**src/rtl/mc_control_fsm.sv**
```systemverilog
// Multi-cycle processor control FSM: Moore per-state datapath controls, memory
// wait timeout, illegal-opcode trap and a retired-instruction counter.
module mc_control_fsm #(
    parameter int MEM_TIMEOUT = 16,
    parameter bit EN_JUMP     = 1'b1,
    parameter int CNT_W       = 32
) (
    input  logic             clk,
    input  logic             rst_n,
    input  logic [6:0]       op,
    input  logic             mem_ready,
    input  logic             trap_clr,
    output logic             mem_req,
    output logic             mem_read,
    output logic             mem_write,
    output logic             ir_write,
    output logic             pc_write,
    output logic             reg_write,
    output logic             branch,
    output logic             illegal,
    output logic             mem_fault,
    output logic [1:0]       alu_src_a,
    output logic [1:0]       alu_src_b,
    output logic [1:0]       alu_op,
    output logic [1:0]       result_src,
    output logic [2:0]       imm_sel,
    output logic [3:0]       state,
    output logic [CNT_W-1:0] instret
);

    typedef enum logic [3:0] {
        S_FETCH   = 4'd0,  S_DECODE = 4'd1,  S_MEMADR = 4'd2,  S_MEMREAD  = 4'd3,
        S_MEMWB   = 4'd4,  S_MEMWRITE = 4'd5, S_EXEC_R = 4'd6, S_EXEC_I   = 4'd7,
        S_ALUWB   = 4'd8,  S_BRANCH = 4'd9,  S_JUMP   = 4'd10, S_UPPER    = 4'd11,
        S_TRAP    = 4'd12
    } state_e;

    localparam logic [6:0] OP_LOAD   = 7'b0000011;
    localparam logic [6:0] OP_STORE  = 7'b0100011;
    localparam logic [6:0] OP_R      = 7'b0110011;
    localparam logic [6:0] OP_I      = 7'b0010011;
    localparam logic [6:0] OP_BRANCH = 7'b1100011;
    localparam logic [6:0] OP_JAL    = 7'b1101111;
    localparam logic [6:0] OP_JALR   = 7'b1100111;
    localparam logic [6:0] OP_LUI    = 7'b0110111;
    localparam logic [6:0] OP_AUIPC  = 7'b0010111;

    localparam int WAIT_W = (MEM_TIMEOUT > 2) ? $clog2(MEM_TIMEOUT) : 1;
    localparam logic [WAIT_W-1:0] WAIT_LAST = WAIT_W'((MEM_TIMEOUT > 0) ? MEM_TIMEOUT - 1 : 0);

    state_e            state_q, state_d;
    logic [6:0]        op_q, op_d;
    logic [WAIT_W-1:0] wait_q, wait_d;
    logic [CNT_W-1:0]  instret_q, instret_d;
    logic              illegal_q, illegal_d;
    logic              fault_q, fault_d;
    logic              active_q;
    logic              timeout;

    function automatic logic [2:0] imm_of(input logic [6:0] o);
        case (o)
            OP_I, OP_LOAD, OP_JALR: imm_of = 3'b001;
            OP_STORE:               imm_of = 3'b010;
            OP_BRANCH:              imm_of = 3'b011;
            OP_LUI, OP_AUIPC:       imm_of = 3'b100;
            OP_JAL:                 imm_of = 3'b101;
            default:                imm_of = 3'b000;
        endcase
    endfunction

    // A ready in the last allowed wait cycle still completes normally.
    assign timeout = (MEM_TIMEOUT > 0) && (wait_q == WAIT_LAST) && !mem_ready;

    assign state     = state_q;
    assign instret   = instret_q;
    assign illegal   = illegal_q;
    assign mem_fault = fault_q;

    always_ff @(posedge clk or negedge rst_n) begin
        if (!rst_n) begin
            state_q   <= S_FETCH;
            op_q      <= '0;
            wait_q    <= '0;
            instret_q <= '0;
            illegal_q <= 1'b0;
            fault_q   <= 1'b0;
            active_q  <= 1'b0;
        end else begin
            state_q   <= state_d;
            op_q      <= op_d;
            wait_q    <= wait_d;
            instret_q <= instret_d;
            illegal_q <= illegal_d;
            fault_q   <= fault_d;
            active_q  <= 1'b1;
        end
    end

    always_comb begin
        state_d    = state_q;
        op_d       = op_q;
        illegal_d  = illegal_q;
        fault_d    = fault_q;
        wait_d     = wait_q;
        instret_d  = instret_q;
        mem_req    = 1'b0;
        mem_read   = 1'b0;
        mem_write  = 1'b0;
        ir_write   = 1'b0;
        pc_write   = 1'b0;
        reg_write  = 1'b0;
        branch     = 1'b0;
        alu_src_a  = 2'b00;
        alu_src_b  = 2'b00;
        alu_op     = 2'b00;
        result_src = 2'b00;
        imm_sel    = 3'b000;

        // Strobes stay low until the first edge after reset release.
        if (active_q) begin
            case (state_q)
                S_FETCH: begin
                    mem_req   = 1'b1;
                    mem_read  = 1'b1;
                    alu_src_b = 2'b10;
                    if (mem_ready) begin
                        ir_write = 1'b1;
                        pc_write = 1'b1;
                        state_d  = S_DECODE;
                    end else if (timeout) begin
                        fault_d = 1'b1;
                        state_d = S_TRAP;
                    end
                end
                S_DECODE: begin
                    op_d      = op;
                    alu_src_a = 2'b01;
                    alu_src_b = 2'b01;
                    imm_sel   = imm_of(op);
                    case (op)
                        OP_LOAD, OP_STORE: state_d = S_MEMADR;
                        OP_R:              state_d = S_EXEC_R;
                        OP_I:              state_d = S_EXEC_I;
                        OP_BRANCH:         state_d = S_BRANCH;
                        OP_JAL, OP_JALR: begin
                            if (EN_JUMP) state_d = S_JUMP;
                            else begin
                                state_d   = S_TRAP;
                                illegal_d = 1'b1;
                            end
                        end
                        OP_LUI, OP_AUIPC: begin
                            if (EN_JUMP) state_d = S_UPPER;
                            else begin
                                state_d   = S_TRAP;
                                illegal_d = 1'b1;
                            end
                        end
                        default: begin
                            state_d   = S_TRAP;
                            illegal_d = 1'b1;
                        end
                    endcase
                end
                S_MEMADR: begin
                    alu_src_a = 2'b10;
                    alu_src_b = 2'b01;
                    imm_sel   = imm_of(op_q);
                    state_d   = (op_q == OP_STORE) ? S_MEMWRITE : S_MEMREAD;
                end
                S_MEMREAD: begin
                    mem_req  = 1'b1;
                    mem_read = 1'b1;
                    if (mem_ready) state_d = S_MEMWB;
                    else if (timeout) begin
                        fault_d = 1'b1;
                        state_d = S_TRAP;
                    end
                end
                S_MEMWB: begin
                    reg_write  = 1'b1;
                    result_src = 2'b01;
                    state_d    = S_FETCH;
                end
                S_MEMWRITE: begin
                    mem_req   = 1'b1;
                    mem_write = 1'b1;
                    if (mem_ready) state_d = S_FETCH;
                    else if (timeout) begin
                        fault_d = 1'b1;
                        state_d = S_TRAP;
                    end
                end
                S_EXEC_R: begin
                    alu_src_a = 2'b10;
                    alu_op    = 2'b10;
                    state_d   = S_ALUWB;
                end
                S_EXEC_I: begin
                    alu_src_a = 2'b10;
                    alu_src_b = 2'b01;
                    alu_op    = 2'b10;
                    imm_sel   = imm_of(op_q);
                    state_d   = S_ALUWB;
                end
                S_ALUWB: begin
                    reg_write = 1'b1;
                    state_d   = S_FETCH;
                end
                S_BRANCH: begin
                    alu_src_a = 2'b10;
                    alu_op    = 2'b01;
                    branch    = 1'b1;
                    state_d   = S_FETCH;
                end
                S_JUMP: begin
                    reg_write  = 1'b1;
                    pc_write   = 1'b1;
                    result_src = 2'b10;
                    alu_src_b  = 2'b01;
                    alu_src_a  = (op_q == OP_JALR) ? 2'b10 : 2'b01;
                    imm_sel    = imm_of(op_q);
                    state_d    = S_FETCH;
                end
                S_UPPER: begin
                    alu_src_b = 2'b01;
                    alu_src_a = (op_q == OP_LUI) ? 2'b11 : 2'b01;
                    imm_sel   = imm_of(op_q);
                    state_d   = S_ALUWB;
                end
                S_TRAP: begin
                    if (trap_clr) begin
                        illegal_d = 1'b0;
                        fault_d   = 1'b0;
                        state_d   = S_FETCH;
                    end
                end
                default: state_d = S_TRAP;
            endcase
        end

        if (state_d != state_q) wait_d = '0;
        else if (mem_req && !mem_ready) wait_d = wait_q + WAIT_W'(1);

        if (state_d == S_FETCH &&
            state_q inside {S_MEMWB, S_MEMWRITE, S_ALUWB, S_BRANCH, S_JUMP})
            instret_d = instret_q + CNT_W'(1);
    end

endmodule

```
**config.mk**
```make
export PLATFORM = sky130hd
export DESIGN_NAME = mc_control_fsm
export DESIGN_NICKNAME = d
export VERILOG_FILES = /design/src/rtl/mc_control_fsm.sv
export SDC_FILE = /design/constraint.sdc
export NUM_CORES = 1
export LEC_CHECK = 0
export ABC_AREA = 1
export BUFFER_PORTS_ARGS = -buffer_cell sky130_fd_sc_hd__buf_2
export CAP_MARGIN = 15
export CELL_PAD_IN_SITES_DETAIL_PLACEMENT = 1
export CELL_PAD_IN_SITES_GLOBAL_PLACEMENT = 2
export CORE_AREA = 3 3 108 110
export DETAILED_ROUTE_END_ITERATION = 8
export DIE_AREA = 0 0 111 113
export PLACE_DENSITY_LB_ADDON = 0.1
export SLEW_MARGIN = 10
export SYNTH_ARGS = -nofsm -noshare
export SYNTH_HDL_FRONTEND = slang
export SYNTH_SLANG_ARGS = --single-unit
```
**constraint.sdc**
```tcl
create_clock -name clk -period 4.16 [get_ports clk]
set_clock_uncertainty 0.1 [all_clocks]
set_input_delay 0.208 -clock clk [delete_from_list [all_inputs] [get_ports clk]]
set_output_delay 0.208 -clock clk [all_outputs]
set_load 0.005 [all_outputs]
```
==> After elaboration in Yosys (flattened, before gate mapping) <==
Index checks and enable logic that the tools add are counted.
{ "word_totals": {"ff_bits": 50, "input_bits": 11, "output_inout_bits": 56} }
{ "classes": {"addsub": 2, "eq_ne": 35, "mux": 46, "reduce_logical": 29} }
{ "ops": {"columns": ["operator", "n"], "rows": [
  ["7-bit equality test, second input constant", 6],
  ["7-bit by 6-bit equality test with 1-bit output, second input constant", 5],
  ["32-bit by 1-bit adder with 32-bit output, second input constant", 1],
  ["4-bit two-way mux", 8],
  ["4-bit case mux with 8 select lines", 1],
  ["3-bit case mux with 5 select lines", 2],
  ["7-bit by 5-bit equality test with 1-bit output, second input constant", 4],
  ["4-bit equality test, second input constant", 6],
  ["4-bit case mux with 6 select lines", 1],
  ["1-bit two-way mux", 18],
  ["4-bit by 3-bit equality test with 1-bit output, second input constant", 4],
  ["3-bit OR reduction", 5],
  ["7-bit by 2-bit equality test with 1-bit output, second input constant", 2],
  ["2-bit two-way mux", 6],
  ["2-bit case mux with 2 select lines", 3],
  ["2-bit OR reduction", 6],
  ["4-bit OR reduction", 3],
  ["9-bit OR reduction", 1],
  ["4-bit by 2-bit equality test with 1-bit output, second input constant", 2],
  ["4-bit logical NOT", 2],
  ["2-bit case mux with 4 select lines", 1],
  ["3-bit two-way mux", 2],
  ["2-bit inequality test, second input constant", 3],
  ["1-bit case mux with 2 select lines", 3],
  ["13 further kinds", 17]
]} }

==> Longest topological paths before layout <==
{ "logic_depth": {"word_depth": 8, "depth_mapped": 17} }

==> Worst setup path after synthesis <==
OpenSTA, ideal clock, no wires.
{ "synth_timing": {"path_kind": "register to register", "start": "register state_q[1], in the netlist state[1]", "end": "register instret_q[19], in the netlist instret[19]", "setup_ps": 116, "t_arrival_ps": 1626, "t_required_ps": 3944, "setup_slack_ps": 2317, "path_stages_with_launch": 15, "synth_period_minus_slack_ps": 1843, "cell_sequence": "dfrtp_1 > buf_4 > nand2_1 > inv_1 > nand2_1 > nand3_1 > nor2_1 > nand2_1 > nand2_2 > nand2_2 > a21oi_4 > nand2_8 > buf_2 > nand2_1 > nand2_1"} }
{ "synth_between": {"elab_chain_len": 6, "elab_cells_between_ends": 25} }
{ "synth_lines": {"columns": ["item", "line_no", "text"], "rows": [
  ["start: declaration", "51", "state_e state_q, state_d;"],
  ["start signal: assignment", "89", "state_q <= state_d;"],
  ["4-bit by 3-bit equality test with 1-bit output or 4-bit equality test (tied branches)", "121", "case (state_q)"],
  ["4-bit OR reduction (no line) or 3-bit OR reduction (tied branches)", null, null],
  ["4-bit case mux with 8 select lines (*)", "121", null],
  ["4-bit two-way mux (*)", "120", "if (active_q) begin"],
  ["named net state_d[3]", "51", null],
  ["4-bit logical NOT (*)", "245", "if (state_d == S_FETCH &&"],
  ["1-bit logical AND (*)", "246", "state_q inside {S_MEMWB, S_MEMWRITE, S_ALUWB, S_BRANCH, S_JUMP})"],
  ["end signal: assignment", "92", "instret_q <= instret_d;"],
  ["end: declaration", "54", "logic [CNT_W-1:0] instret_q, instret_d;"]
]} }
The timed path passes the listed nets; every way through them passes the cells marked *.
A chain may end at the register's enable or synchronous reset.

==> Final worst setup path <==
{ "layout_timing": {"start": "register active_q", "end": "output imm_sel[1]"} }
{ "layout_between": {"elab_chain_len": 1} }
{ "layout_lines": {"columns": ["item", "line_no", "text"], "rows": [
  ["start: declaration", "57", "logic active_q;"],
  ["start signal: assignment", "87", "active_q <= 1'b0;"],
  ["start signal: assignment", "95", "active_q <= 1'b1;"],
  ["3-bit two-way mux", "120", null],
  ["end: declaration", "26", "output logic [2:0] imm_sel,"]
]} }
Every way passes these cells.

==> results.py <==
metrics = {
    "critical_path": {
        "worstPathRequired_ns": 3.85,
        "cp_top_family": "buffers and inverters",
        "rrSetupSlack_ns": 1.49,
        "slowest_delay_ns": 0.53,
        "cp-end-kind": "output port",
        "cp_cell_sequence": "clkinv_1, nor2_4, inv_1, o41ai_1, buf_2",
        "reg2reg_depth": 9,
        "path_class": "reg2out",
        "r2r-start": "active_q",
        "critPathSlowestCell": "dfrtp_1",
        "crit_path_start_kind": "flip-flop",
        "r2r_end": "instret[20]",
        "cp_num_buf_inv": 3,
        "cp_max_fo": 17,
        "crit_arrival_ns": 2.53,
    },
    "placement": {
        "portBuffers": 66,
        "hpwl_mm": 8.644,
        "place_area_um2": 3938,
        "dp.cells": 694,
        "place_congestion": 0.7902,
        "dpl_worst_slack_ns": 1.456,
    },
    "synthesis": {
        "synth_edf_count": 0,
        "synth_flop_cell": "dfrtp_1",
        "synth_largest_area_cell": "dfrtp_1",
        "ys_top_cells_by_area": "dfrtp_1 (36%), nand2_1 (17%), xor2_1 (6.2%)",
        "ys_types": 42,
        "yosys_register_bits": 50,
        "syn_area_per_cell_um2": 7.057,
        "synth_fp_nets": 511,
        "yosysMostFrequentCell": "nand2_1",
        "yosysWarningCount": 0,
        "syn_area_um2": 3515,
        "synth_top_area_share_pct": 35.60,
        "yosysSeqAreaShare_pct": 35.60,
        "ys_async_sr_fraction_pct": 100.0,
        "synthTopCellsByCount": "nand2_1 (157), dfrtp_1 (50), inv_1 (50)",
        "synthCells": 498,
    },
    "timing": {
        "finalHoldViolCount": 0,
        "finalSetupTns_ns": 0,
        "tightest_slew_ns": 0.6664,
        "layout_worst_path_cycle_share_pct": 68.32,
        "rsz0062_at_grt": "no",
        "period_needed_ns": 2.842,
        "finalSetupViolCount": 0,
        "max_freq_ghz": 0.3519,
        "drv_slew": 0,
        "holdWs_ns": 0.01275,
        "finalWorstSetupSlack_ns": 1.318,
        "maxSlewHeadroom_pct": 55.57,
    },
    "cts": {
        "cts_root_buffer": "clkbuf_8",
        "path_clk_slew_ns": 0.09,
        "clk_path_buf_depth": 2,
        "post_cts_buffers": 0,
        "cts_tree": "built",
        "cts_made_buffers": 5,
        "clk_latency_ns": 0.31,
        "cts_htree_levels": 2,
        "clkSinkCount": 50,
    },
    "global_routing": {
        "grt.overflow.total": 0,
        "grt_start_max_net_pins": 51,
        "grt_pass1_wl_mm": 18.66,
        "antenna_found_initial": 0,
        "globalRouteTotalUtil_pct": 18.30,
        "grt_pass1_vias": 3672,
    },
    "route": {
        "wl_per_cell_um": 15.63,
        "drc": 0,
        "num_vias": 3441,
        "antenna_left": 0,
        "firstDrtPassIters": 4,
        "routed_wl_mm": 10.99,
        "drtIter0Drc": 115,
        "viasPerCell": 4.895,
    },
    "pwr": {
        "p_clk_share_pct": 21.5,
        "ir_worst_vdd_uv": 181.3,
        "seq_power_share_pct": 42.0,
        "p_leak_nw": 2.051,
        "p_int_mw": 0.9533,
        "switching_share_pct": 41.91,
        "p_switching_mw": 0.6878,
        "p_comb_share_pct": 36.5,
        "p_per_area_nw_per_um2": 404.4,
    },
    "hold_path": {
        "hold_class": "in2reg",
        "hold_end": "op_q[0]",
        "worstHoldStart": "op[0]",
        "hold_depth": 3,
    },
    "final_layout": {
        "area_delta_synth_final_pct": 15.45,
        "fin_area_um2": 4058,
        "antenna_cells": 0,
        "layout.cells.non_filler": 703,
        "nets": 575,
        "drive_above_1_share_pct": 19.72,
        "fillers": 1422,
    },
    "flow_run": {
        "max_cap_viol_count": 0,
    },
    "die": {
        "dieArea_um2": 12540,
        "rows": 38,
        "initial_utilization_pct": 32.56,
        "core_um2": 10790,
        "die_h_um": 113,
        "pin_count": 67,
        "die_x_um": 111,
    },
    "run_status": {
        "status": "complete, no violations",
    },
}
## stage by stage
step	power [mW]	utilization (%)
after floorplan	1.116	-
after global placement	1.291	36.48
after detailed placement	1.306	36.48
after CTS	1.669	37.60
after global routing	1.780	37.60
final	1.641	37.60
## flip-flops by register name, indices dropped and copies added, names as in the netlist
register / count
active_q: 1
state: 4
wait_q: 4
illegal: 1
instret: 32
op_q: 7
mem_fault: 1
## kinds of logic (layout without fill, tap and decap cells)
logic type | count (synthesis) | after routing | share of synthesized area [%]
flip-flops | 50 | 50 | 35.60
other | 1 | 1 | 0.1067
adder cells (fa/ha/maj) | 2 | 2 | 0.7119
AO/OA/AOI/OAI | 46 | 46 | 8.723
XOR/XNOR | 33 | 33 | 8.224
AND/OR/NAND/NOR | 298 | 298 | 37.59
multiplexers | 1 | 1 | 0.2848
buffers and inverters | 67 | 132 | 8.757
## layout by cell type (no fill, tap or decap), types with 4 or more instances in the layout
cell      instances
a21oi_1          10
buf_2            66
clkbuf_8          5
dfrtp_1          50
inv_1            50
inv_2             4
nand2_1         157
nand2_2          10
nand3_1          30
nand4_1          13
nor2_1           44
nor3_1           29
nor4_1            4
o21ai_0          11
o21ai_1           4
o21ai_2          10
xnor2_1           8
xor2_1           25
## timing repair
item,4_1_cts,5_1_grt
hold buffers,1,0
hold endpoints to repair,50,0
gates resized for setup,0,0
## layer usage
layer | vias up | part of all wire, % | wire length [um] | GRT usage, %
met5 | - | 0 | 0 | 0
met2 | 62 | 48 | 5322 | 31.88
li1 | 1728 | - | - | -
met3 | 12 | 3.1 | 345 | 2.781
met1 | 1639 | 47 | 5118 | 23.53
met4 | 0 | 1.8 | 199 | 5.501
## worst max-delay path by stage
stage,from,to,cells past startpoint
final,active_q,imm_sel[1],5
after floorplan,state[1],instret[19],14
after detailed placement,active_q,instret[20],9
after global placement,active_q,instret[21],9
after CTS,active_q,imm_sel[1],5
after global routing,active_q,imm_sel[1],5
## layout make-up
cell class              instances  area [um2]  area share [%]
multi-input cells             381        1956           48.20
flip-flops and latches         50        1251           30.84
repair buffers                 68       347.8           8.572
inverters                      56       217.7           5.365
well taps                     140       175.2           4.317
clock buffers                   6       72.57           1.788
clock inverters                 2       37.54          0.9251
## worst min-delay path: stages
cell and delay [ns]:
buf_2 0.09, nand2_1 0.05, nand2_1 0.06
## power groups by stage
| stage | combinational, mW | clock, mW | sequential [mW] |
|---|---|---|---|
| finish | 0.600 | 0.352 | 0.689 |
| CTS | 0.610 | 0.368 | 0.691 |
| floorplan | 0.451 | 0 | 0.666 |
| global placement | 0.594 | 0 | 0.697 |
| detailed placement | 0.606 | 0 | 0.700 |
| global route | 0.683 | 0.389 | 0.708 |
(Power assumes the default switching activity.)
